[src/rtl/alu_io_sequencer_if.sv]
`default_nettype none
// ============================================================================
//  Module      : alu_io_sequencer_if
//  Description : Bundle of the request/response handshakes and the control-
//                unit / datapath bus signals of the ALU I/O sequencer.
//                slave  = the sequencer itself, master = its environment.
//  Revision    : 1.0  initial release
// ============================================================================
interface alu_io_sequencer_if #(
    parameter int WIDTH = 8
);
    // Requester side
    logic             req_valid;
    logic             req_ready;
    logic [1:0]       req_op;
    logic [WIDTH-1:0] req_a;
    logic [WIDTH-1:0] req_q;
    logic [WIDTH-1:0] req_m;
    logic             rsp_valid;
    logic             rsp_ready;
    logic [WIDTH-1:0] rsp_a;
    logic [WIDTH-1:0] rsp_q;
    logic             rsp_err;

    // Control unit / datapath side
    logic             BEGIN;
    logic [1:0]       op_code;
    logic             loadA_in;
    logic             loadQ_in;
    logic             loadM_in;
    logic             pushA_in;
    logic             pushQ_in;
    logic             END;
    logic [WIDTH-1:0] INBUS;
    logic [WIDTH-1:0] OUTBUS;
    logic             busy;

    modport slave (
        input  req_valid, req_op, req_a, req_q, req_m, rsp_ready,
        input  loadA_in, loadQ_in, loadM_in, pushA_in, pushQ_in, END, OUTBUS,
        output req_ready, rsp_valid, rsp_a, rsp_q, rsp_err,
        output BEGIN, op_code, INBUS, busy
    );

    modport master (
        output req_valid, req_op, req_a, req_q, req_m, rsp_ready,
        output loadA_in, loadQ_in, loadM_in, pushA_in, pushQ_in, END, OUTBUS,
        input  req_ready, rsp_valid, rsp_a, rsp_q, rsp_err,
        input  BEGIN, op_code, INBUS, busy
    );
endinterface
`default_nettype wire

[src/rtl/alu_io_sequencer.sv]
`default_nettype none
// ============================================================================
//  Module      : alu_io_sequencer
//  Description : Bus-side companion of the one-hot ALU control unit. Accepts
//                an operation request, pulses BEGIN, feeds operands onto
//                INBUS on the load strobes, captures OUTBUS after the push
//                strobes and returns the A/Q words to the requester.
//                Optional RUN watchdog: define ALU_IO_WATCHDOG_EN.
//  Revision    : 1.0  initial release
// ============================================================================
module alu_io_sequencer #(
    parameter int WIDTH       = 8,
    parameter int WDOG_CYCLES = 255
) (
    input  wire logic          clk,
    input  wire logic          reset,   // asynchronous, active low
    alu_io_sequencer_if.slave  bus
);

    typedef enum logic [1:0] {
        S_IDLE  = 2'd0,
        S_START = 2'd1,
        S_RUN   = 2'd2,
        S_RESP  = 2'd3
    } state_t;

    state_t           r_state;
    logic [1:0]       r_op_code;
    logic [WIDTH-1:0] r_a;
    logic [WIDTH-1:0] r_q;
    logic [WIDTH-1:0] r_m;
    logic [WIDTH-1:0] r_rsp_a;
    logic [WIDTH-1:0] r_rsp_q;
    logic             r_push_a_d;
    logic             r_push_q_d;
    logic [WIDTH-1:0] w_inbus;

`ifdef ALU_IO_WATCHDOG_EN
    localparam int C_WDOG_W = $clog2(WDOG_CYCLES + 1);
    logic [C_WDOG_W-1:0] r_wdog_cnt;
    logic                r_rsp_err;
`endif

    // Sequencer FSM: request accept, BEGIN pulse, RUN with result capture, response hold
    always_ff @(posedge clk or negedge reset) begin
        if (!reset) begin
            r_state    <= S_IDLE;
            r_op_code  <= 2'd0;
            r_a        <= '0;
            r_q        <= '0;
            r_m        <= '0;
            r_rsp_a    <= '0;
            r_rsp_q    <= '0;
            r_push_a_d <= 1'b0;
            r_push_q_d <= 1'b0;
`ifdef ALU_IO_WATCHDOG_EN
            r_wdog_cnt <= '0;
            r_rsp_err  <= 1'b0;
`endif
        end else begin
            // OUTBUS carries the pushed word one cycle after the push strobe
            r_push_a_d <= bus.pushA_in && (r_state == S_RUN);
            r_push_q_d <= bus.pushQ_in && (r_state == S_RUN);

            case (r_state)
                S_IDLE: begin
                    if (bus.req_valid) begin
                        r_op_code <= bus.req_op;
                        r_a       <= bus.req_a;
                        r_q       <= bus.req_q;
                        r_m       <= bus.req_m;
                        r_rsp_a   <= '0;
                        r_rsp_q   <= '0;
`ifdef ALU_IO_WATCHDOG_EN
                        r_rsp_err <= 1'b0;
`endif
                        r_state   <= S_START;
                    end
                end
                S_START: begin
`ifdef ALU_IO_WATCHDOG_EN
                    r_wdog_cnt <= '0;
`endif
                    r_state <= S_RUN;
                end
                S_RUN: begin
                    // The final capture coincides with END, so both share this edge
                    if (r_push_a_d) begin
                        r_rsp_a <= bus.OUTBUS;
                    end
                    if (r_push_q_d) begin
                        r_rsp_q <= bus.OUTBUS;
                    end
                    if (bus.END) begin
                        r_state <= S_RESP;
                    end
`ifdef ALU_IO_WATCHDOG_EN
                    else if (r_wdog_cnt == C_WDOG_W'(WDOG_CYCLES - 1)) begin
                        // Timeout discards any partial result
                        r_state   <= S_RESP;
                        r_rsp_err <= 1'b1;
                        r_rsp_a   <= '0;
                        r_rsp_q   <= '0;
                    end else begin
                        r_wdog_cnt <= r_wdog_cnt + C_WDOG_W'(1);
                    end
`endif
                end
                S_RESP: begin
                    if (bus.rsp_ready) begin
                        r_op_code <= 2'd0;
                        r_state   <= S_IDLE;
                    end
                end
                default: begin
                    r_state <= S_IDLE;
                end
            endcase
        end
    end

    // Operand mux: load strobes lead the datapath load edge, so this stays combinational
    always_comb begin
        w_inbus = '0;
        if (r_state == S_RUN) begin
            if (bus.loadA_in) begin
                w_inbus = r_a;
            end else if (bus.loadQ_in) begin
                w_inbus = r_q;
            end else if (bus.loadM_in) begin
                w_inbus = r_m;
            end
        end
    end

    assign bus.INBUS     = w_inbus;
    assign bus.req_ready = (r_state == S_IDLE);
    assign bus.busy      = (r_state != S_IDLE);
    assign bus.BEGIN     = (r_state == S_START);
    assign bus.rsp_valid = (r_state == S_RESP);
    assign bus.op_code   = r_op_code;
    assign bus.rsp_a     = r_rsp_a;
    assign bus.rsp_q     = r_rsp_q;

`ifdef ALU_IO_WATCHDOG_EN
    assign bus.rsp_err   = r_rsp_err;
`else
    // WDOG_CYCLES is a positive count, so this folds to a constant 0
    assign bus.rsp_err   = (WDOG_CYCLES < 0);
`endif

endmodule
`default_nettype wire

[src/flat_wrapper.sv]
// flat-port wrapper written by rule: the top's interface ports become plain ports
module alu_io_sequencer_flat 
#(
    parameter int WIDTH       = 8,
    parameter int WDOG_CYCLES = 255
)
  (clk, reset, bus_req_valid, bus_req_op, bus_req_a, bus_req_q, bus_req_m, bus_rsp_ready, bus_loadA_in, bus_loadQ_in, bus_loadM_in, bus_pushA_in, bus_pushQ_in, bus_END, bus_OUTBUS, bus_req_ready, bus_rsp_valid, bus_rsp_a, bus_rsp_q, bus_rsp_err, bus_BEGIN, bus_op_code, bus_INBUS, bus_busy);
  alu_io_sequencer_if #(.WIDTH(WIDTH)) bus_i ();
  input  wire logic clk;
  input  wire logic reset;
  input wire logic [$bits(bus_i.req_valid)-1:0] bus_req_valid;
  input wire logic [$bits(bus_i.req_op)-1:0] bus_req_op;
  input wire logic [$bits(bus_i.req_a)-1:0] bus_req_a;
  input wire logic [$bits(bus_i.req_q)-1:0] bus_req_q;
  input wire logic [$bits(bus_i.req_m)-1:0] bus_req_m;
  input wire logic [$bits(bus_i.rsp_ready)-1:0] bus_rsp_ready;
  input wire logic [$bits(bus_i.loadA_in)-1:0] bus_loadA_in;
  input wire logic [$bits(bus_i.loadQ_in)-1:0] bus_loadQ_in;
  input wire logic [$bits(bus_i.loadM_in)-1:0] bus_loadM_in;
  input wire logic [$bits(bus_i.pushA_in)-1:0] bus_pushA_in;
  input wire logic [$bits(bus_i.pushQ_in)-1:0] bus_pushQ_in;
  input wire logic [$bits(bus_i.END)-1:0] bus_END;
  input wire logic [$bits(bus_i.OUTBUS)-1:0] bus_OUTBUS;
  output wire logic [$bits(bus_i.req_ready)-1:0] bus_req_ready;
  output wire logic [$bits(bus_i.rsp_valid)-1:0] bus_rsp_valid;
  output wire logic [$bits(bus_i.rsp_a)-1:0] bus_rsp_a;
  output wire logic [$bits(bus_i.rsp_q)-1:0] bus_rsp_q;
  output wire logic [$bits(bus_i.rsp_err)-1:0] bus_rsp_err;
  output wire logic [$bits(bus_i.BEGIN)-1:0] bus_BEGIN;
  output wire logic [$bits(bus_i.op_code)-1:0] bus_op_code;
  output wire logic [$bits(bus_i.INBUS)-1:0] bus_INBUS;
  output wire logic [$bits(bus_i.busy)-1:0] bus_busy;
  assign bus_i.req_valid = bus_req_valid;
  assign bus_i.req_op = bus_req_op;
  assign bus_i.req_a = bus_req_a;
  assign bus_i.req_q = bus_req_q;
  assign bus_i.req_m = bus_req_m;
  assign bus_i.rsp_ready = bus_rsp_ready;
  assign bus_i.loadA_in = bus_loadA_in;
  assign bus_i.loadQ_in = bus_loadQ_in;
  assign bus_i.loadM_in = bus_loadM_in;
  assign bus_i.pushA_in = bus_pushA_in;
  assign bus_i.pushQ_in = bus_pushQ_in;
  assign bus_i.END = bus_END;
  assign bus_i.OUTBUS = bus_OUTBUS;
  assign bus_req_ready = bus_i.req_ready;
  assign bus_rsp_valid = bus_i.rsp_valid;
  assign bus_rsp_a = bus_i.rsp_a;
  assign bus_rsp_q = bus_i.rsp_q;
  assign bus_rsp_err = bus_i.rsp_err;
  assign bus_BEGIN = bus_i.BEGIN;
  assign bus_op_code = bus_i.op_code;
  assign bus_INBUS = bus_i.INBUS;
  assign bus_busy = bus_i.busy;
  alu_io_sequencer #(.WIDTH(WIDTH), .WDOG_CYCLES(WDOG_CYCLES)) u_core (.clk(clk), .reset(reset), .bus(bus_i));
endmodule
[config.mk]
export PLATFORM = sky130hd
export DESIGN_NAME = alu_io_sequencer_flat
export DESIGN_NICKNAME = d
export VERILOG_FILES = /design/src/rtl/alu_io_sequencer_if.sv /design/src/rtl/alu_io_sequencer.sv /design/src/flat_wrapper.sv
export SDC_FILE = /design/constraint.sdc
export NUM_CORES = 1
export LEC_CHECK = 0
export BUFFER_PORTS_ARGS = -buffer_cell sky130_fd_sc_hd__buf_2
export CORE_MARGIN = 2
export CORE_UTILIZATION = 45
export CTS_BUF_LIST = sky130_fd_sc_hd__clkbuf_4 sky130_fd_sc_hd__clkbuf_8
export CTS_CLUSTER_DIAMETER = 120
export DETAILED_ROUTE_END_ITERATION = 8
export PLACE_DENSITY_LB_ADDON = 0.25
export REMOVE_ABC_BUFFERS = 1
export SLEW_MARGIN = 10
export SYNTH_ARGS = -nofsm -noshare
export SYNTH_HDL_FRONTEND = slang
export SYNTH_SLANG_ARGS = --single-unit
[constraint.sdc]
create_clock -name clk -period 4.04 [get_ports clk]
set_input_delay 0.404 -clock clk [delete_from_list [all_inputs] [get_ports clk]]
set_output_delay 0.404 -clock clk [all_outputs]
set_load 0.01 [all_outputs]
==> results of run 1 <==
-- flip-flops by register name (all words and copies together), names as in the netlist --
register            cells
u_core.bus.rsp_q        8
u_core.r_q              8
u_core.r_push_a_d       1
u_core.r_m              8
u_core.r_push_q_d       1
u_core.r_state          2
u_core.bus.op_code      2
u_core.r_a              8
u_core.bus.rsp_a        8
-- metal layers --
| metal | vias up | share of wire [%] |
|---|---|---|
| met3 | 2 | 8.4 |
| met4 | 0 | 0.47 |
| met5 | - | 0 |
| met1 | 682 | 44 |
| li1 | 694 | - |
| met2 | 63 | 47 |
-- cells by family (layout without fill, tap and decap cells) --
| family | count (synthesis) | count (layout) | synth area share [%] |
|---|---|---|---|
| simple gates | 26 | 26 | 7.08 |
| buf+inv | 13 | 85 | 3.01 |
| flops | 46 | 46 | 57.6 |
| mux | 27 | 27 | 15.2 |
| other cells | 1 | 1 | 0.188 |
| fa+ha+maj | 5 | 5 | 3.13 |
| compound gates | 35 | 35 | 13.8 |
-- power breakdown --
part / switching [mW] / leakage (nW) / internal (mW) / total (mW)
clock: 0.146 / 0.0714 / 0.264 / 0.410
sequential: 0.122 / 0.578 / 0.689 / 0.811
combinational: 0.351 / 0.646 / 0.389 / 0.740
-- cell type report --
| class | count | area share [%] |
|---|---|---|
| Multi-Input combinational cell | 94 | 31.2 |
| Tap cell | 52 | 2.58 |
| Inverter | 4 | 0.594 |
| Sequential cell | 46 | 45.6 |
| Clock inverter | 2 | 2.38 |
| Clock buffer | 6 | 3.27 |
| Timing Repair Buffer | 73 | 14.5 |
-- Yosys cell counts, drive strengths merged --
master  number  area, µm²
nor2         8       30.0
o21ai       10       57.6
nor3         2       10.0
o21a         1       7.51
nand2        1       6.26
ha           5       62.6
nor2b        7       43.8
conb         1       3.75
and2         6       37.5
clkbuf       2       7.51
dfrtp       46       1150
or4          1       7.51
nand2b       1       6.26
mux2        27        304
inv          4       15.0
buf          7       37.5
a22o        16        140
a221oi       8       70.1
-- cells in the final DEF, fill, tap and decap left out --
cell type,instances
o21ai_0,8
ha_1,5
and2_1,6
nor3_1,2
a221oi_1,8
buf_2,73
o21ai_2,2
nand2_2,1
bufinv_16,2
mux2_2,27
inv_1,4
conb_1,1
a22o_1,16
nor2_1,8
or4_1,1
o21a_1,1
nand2b_1,1
dfrtp_1,46
nor2b_1,7
clkbuf_8,6
-- stage by stage --
step                      instance area (µm²)  std cells
after floorplan                          1950        144
after global placement                   2380        269
after detailed placement                 2380        269
after CTS                                2530        277
after global routing                     2530        277
final                                    2530        277
-- worst paths after layout --
path                       cells past startpoint                   to           startpoint  slack [ps]
setup / recovery                               5         bus_INBUS[4]    u_core.r_state[0]        1950
hold / removal                                 1  u_core.bus.rsp_q[0]                reset         270
setup reg to reg                               5  u_core.bus.rsp_q[1]    u_core.r_state[0]        2280
hold reg to reg                                1  u_core.bus.rsp_a[6]  u_core.bus.rsp_a[6]         500
max in group asynchronous                      1        u_core.r_a[4]                reset        3130
min in group clk                               2    u_core.r_push_a_d         bus_pushA_in         320
==> results.json, run 1 <==
{
  "start_util_pct": 46.2,
  "p_total_mw": 1.96,
  "cp.required_ps": 3640,
  "drive_above_1_share_pct": 49.3,
  "slowest_delay_ps": 430,
  "syn_area_um2": 2000,
  "syn_to_final_growth_pct": 26.4,
  "multi_input_area_um2": 787,
  "vias_per_cell": 5.20,
  "worstSetupStartpointType": "flip-flop",
  "antenna_found_initial": 0,
  "core_area_um2": 4320,
  "grt_max_degree": 47,
  "clkTransAtPathRegs_ps": 90,
  "ys_seq_area_share_pct": 57.6,
  "place.gp.congestion": 0.754,
  "htree_num_levels": 2,
  "finalNetCount": 273,
  "clock_latency_ps": 290,
  "grt_use_met2_pct": 26.0,
  "hold_path_class": "input pin to asynchronous set/reset pin",
  "fp.dieH_um": 70.6,
  "wl_um": 4000,
  "powerDensity_nw_per_um2": 776,
  "min_period_over_period_pct": 51.6,
  "finClkSkew_ps": 9.72,
  "drt_iter0_markers": 52,
  "fin_hold_ws_ps": 274,
  "wire_per_inst_um": 14.4,
  "drt.antenna.violating_nets": 0,
  "finalMaxSlewViolations": 0,
  "finalSetupViolCount": 0,
  "io_pins": 75,
  "p_leak_nw": 1.30,
  "port_buffers": 73,
  "gr-total-overflow": 0,
  "synth_area_per_cell_um2": 13.1,
  "clock_path_buffers": 2,
  "vias": 1441,
  "finalCriticalPeriod_ps": 2090,
  "syn_inst": 153,
  "final_util_pct": 58.4,
  "synth_cell_types": 20,
  "fmax_mhz": 479,
  "drc": 0,
  "tns_ps": 0,
  "met3_usage_pct": 6.84,
  "worstPathArrival_ps": 1680,
  "path_buf_inv": 2,
  "grt_util_all_layers_pct": 17.3,
  "cts_buffers": 5,
  "firstDrtPassIters": 4,
  "ys_ff_latch": 46,
  "crit_chain": "inv_1 -> ha_1 -> o21ai_0 -> nor2_1 -> buf_2",
  "peakVddDrop_mv": 0.344,
  "die_w_um": 70.6,
  "max_slew_margin_pct": 32.6,
  "crit_family": "adder cells",
  "cts_sinks": 46,
  "cts_tree": "yes",
  "critPathMaxFanout": 15,
  "root_buffer": "clkbuf_8",
  "rows": 24,
  "fillers": 395,
  "grt_most_used_layer": "met2",
  "grt_pass1_vias": 1423,
  "drv_cap": 0,
  "synth.yosys.warnings": 0,
  "finalHoldViolations": 0,
  "worstSetupEndpointType": "output port",
  "setup_ws_ps": 1950,
  "preCtsSetupSlack_ps": 2110,
  "regArea_um2": 1150,
  "cts.repair.resized": 0,
  "cts_hold_buf": 0,
  "worstMarginPinSlew_ps": 1010,
  "post_cts_buffers": 0,
  "antennaDiodeCount": 0,
  "grt_pass1_wl_um": 6760,
  "dieArea_um2": 4990,
  "grt_setup_unrepaired": "false",
  "met1_usage_pct": 23.9,
  "status": "complete, no violations",
  "critPathKind": "flip-flop to output port",
  "cp_slowest_cell": "ha_1",
  "dp_hpwl_um": 2900
}
(Power assumes the default switching activity.)
==> run 2, diff against run 1 <==
- clock period: 4.04 -> 2.17 ns (I/O delays scaled with it)
==> results.json, run 2 (synthesis gave the netlist of run 1 again) <==
{
  "finalHoldViolations": 0,
  "grt_setup_unrepaired": "false",
  "firstDrtPassIters": 6,
  "max_slew_margin_pct": 61.9,
  "critPathKind": "flip-flop to output port",
  "vias_per_cell": 5.29,
  "place_inst": 271,
  "place.gp.congestion": 0.779,
  "clock_path_buffers": 2,
  "gr-total-overflow": 0,
  "finalMaxSlewViolations": 0,
  "worstSetupEndpointType": "output port",
  "hold_path_class": "input pin to flip-flop",
  "port_buffers": 73,
  "grt_util_all_layers_pct": 17.8,
  "holdCritStartpoint": "bus_pushQ_in",
  "place_area_um2": 2410,
  "hold_path_depth": 2,
  "worstHoldEndpoint": "u_core.r_push_q_d",
  "fin_hold_ws_ps": 145,
  "rrSetupSlack_ps": 400,
  "vias": 1470,
  "cts_sinks": 46,
  "crit_chain": "inv_1 -> ha_1 -> o21ai_0 -> nor2_1 -> buf_2",
  "final_common_cell": "buf_2",
  "min_period_over_period_pct": 88.3,
  "grt_max_degree": 25,
  "layout_common_cells": "buf_2, dfrtp_1, mux2_2, a22o_1",
  "slowest_delay_ps": 430,
  "worstSetupStartpointType": "flip-flop",
  "die_w_um": 70.6,
  "wl_um": 4180,
  "antennaDiodeCount": 0,
  "powerDensity_nw_per_um2": 1360,
  "finalSetupViolCount": 0,
  "dp_hpwl_um": 3040,
  "finalNetCount": 276,
  "root_buffer": "clkbuf_8",
  "core_area_um2": 4320,
  "io_pins": 75,
  "p_total_mw": 3.39,
  "drive_above_1_share_pct": 49.1,
  "drt_iter0_markers": 52,
  "setup_ws_ps": 254,
  "fp.dieH_um": 70.6,
  "tns_ps": 0,
  "grt_pass1_wl_um": 7020,
  "design_area_um2": 2500,
  "clock_latency_ps": 290,
  "worstPathArrival_ps": 1700,
  "critPathMaxFanout": 15,
  "reg2reg_from": "u_core.r_state[0]",
  "fmax_mhz": 522,
  "drc": 0,
  "htree_num_levels": 2,
  "rr_endpoint": "u_core.bus.rsp_q[1]",
  "dieArea_um2": 4990,
  "cp_slowest_cell": "ha_1",
  "finalCriticalPeriod_ps": 1920,
  "post_cts_buffers": 0,
  "fin_cells": 278,
  "final_util_pct": 57.9,
  "grt_pass1_vias": 1566,
  "clkTransAtPathRegs_ps": 80,
  "p_leak_nw": 1.29,
  "peakVddDrop_mv": 0.605,
  "cts_tree": "yes",
  "cp.required_ps": 1950,
  "worstMarginPinSlew_ps": 572,
  "syn_to_final_growth_pct": 25.3,
  "antenna_found_initial": 0,
  "status": "complete, no violations",
  "drv_cap": 0,
  "finClkSkew_ps": 4.97,
  "wire_per_inst_um": 15.0,
  "reg2reg_depth": 5,
  "cts_buffers": 5,
  "preCtsSetupSlack_ps": 386,
  "rows": 24,
  "start_util_pct": 46.2,
  "drt.antenna.violating_nets": 0
}
[run 2: repair_timing]
item | 4_1_cts | 5_1_grt
resized for setup | 0 | 0
hold buffers | 1 | 0
endpoints found under the hold margin | 23 | 0
[run 2: worst max-delay path by stage]
stage / startpoint / to / slack, ps / cells past startpoint
2_1_floorplan: u_core.r_state[0] / u_core.r_state[1] / 620 / 5
3_3_place_gp: u_core.r_state[0] / u_core.bus.rsp_a[4] / 410 / 5
3_5_place_dp: u_core.r_state[0] / u_core.bus.rsp_a[3] / 390 / 5
4_1_cts: u_core.r_state[0] / bus_INBUS[1] / 220 / 5
5_1_grt: u_core.r_state[0] / bus_INBUS[7] / 40 / 5
6_report: u_core.r_state[0] / bus_INBUS[1] / 250 / 5
[run 2: critical path, delay by kind of cell, from the launching register on]
kind / cells / cell delay [ps]
and+or+nand+nor: 1 / 120
DFF: 1 / 410
AOI/OAI and AO/OA: 1 / 200
adders and majority gates: 1 / 430
buffers and inverters: 2 / 250
[run 2: layout make-up]
| type | instances | area [µm²] |
|---|---|---|
| Fill cell | 388 | 1820 |
| Sequential cell | 46 | 1150 |
| Multi-Input combinational cell | 94 | 787 |
| Timing Repair Buffer | 76 | 403 |
| Clock buffer | 6 | 82.6 |
| Tap cell | 52 | 65.1 |
| Inverter | 4 | 15.0 |
[run 2: per-layer routing]
layer	GRT usage (%)	part of all wire [%]	vias to the layer above
met3	6.41	7.1	7
met5	0	0	-
li1	-	-	694
met2	30.4	49	49
met1	21.7	43	720
met4	4.40	1.0	0
[run 2: report_power, final]
part / total [mW] / internal (mW) / switching (mW) / leakage (nW)
Clock: 0.500 / 0.246 / 0.254 / 0.0431
Sequential: 1.50 / 1.28 / 0.213 / 0.578
Combinational: 1.40 / 0.730 / 0.669 / 0.665
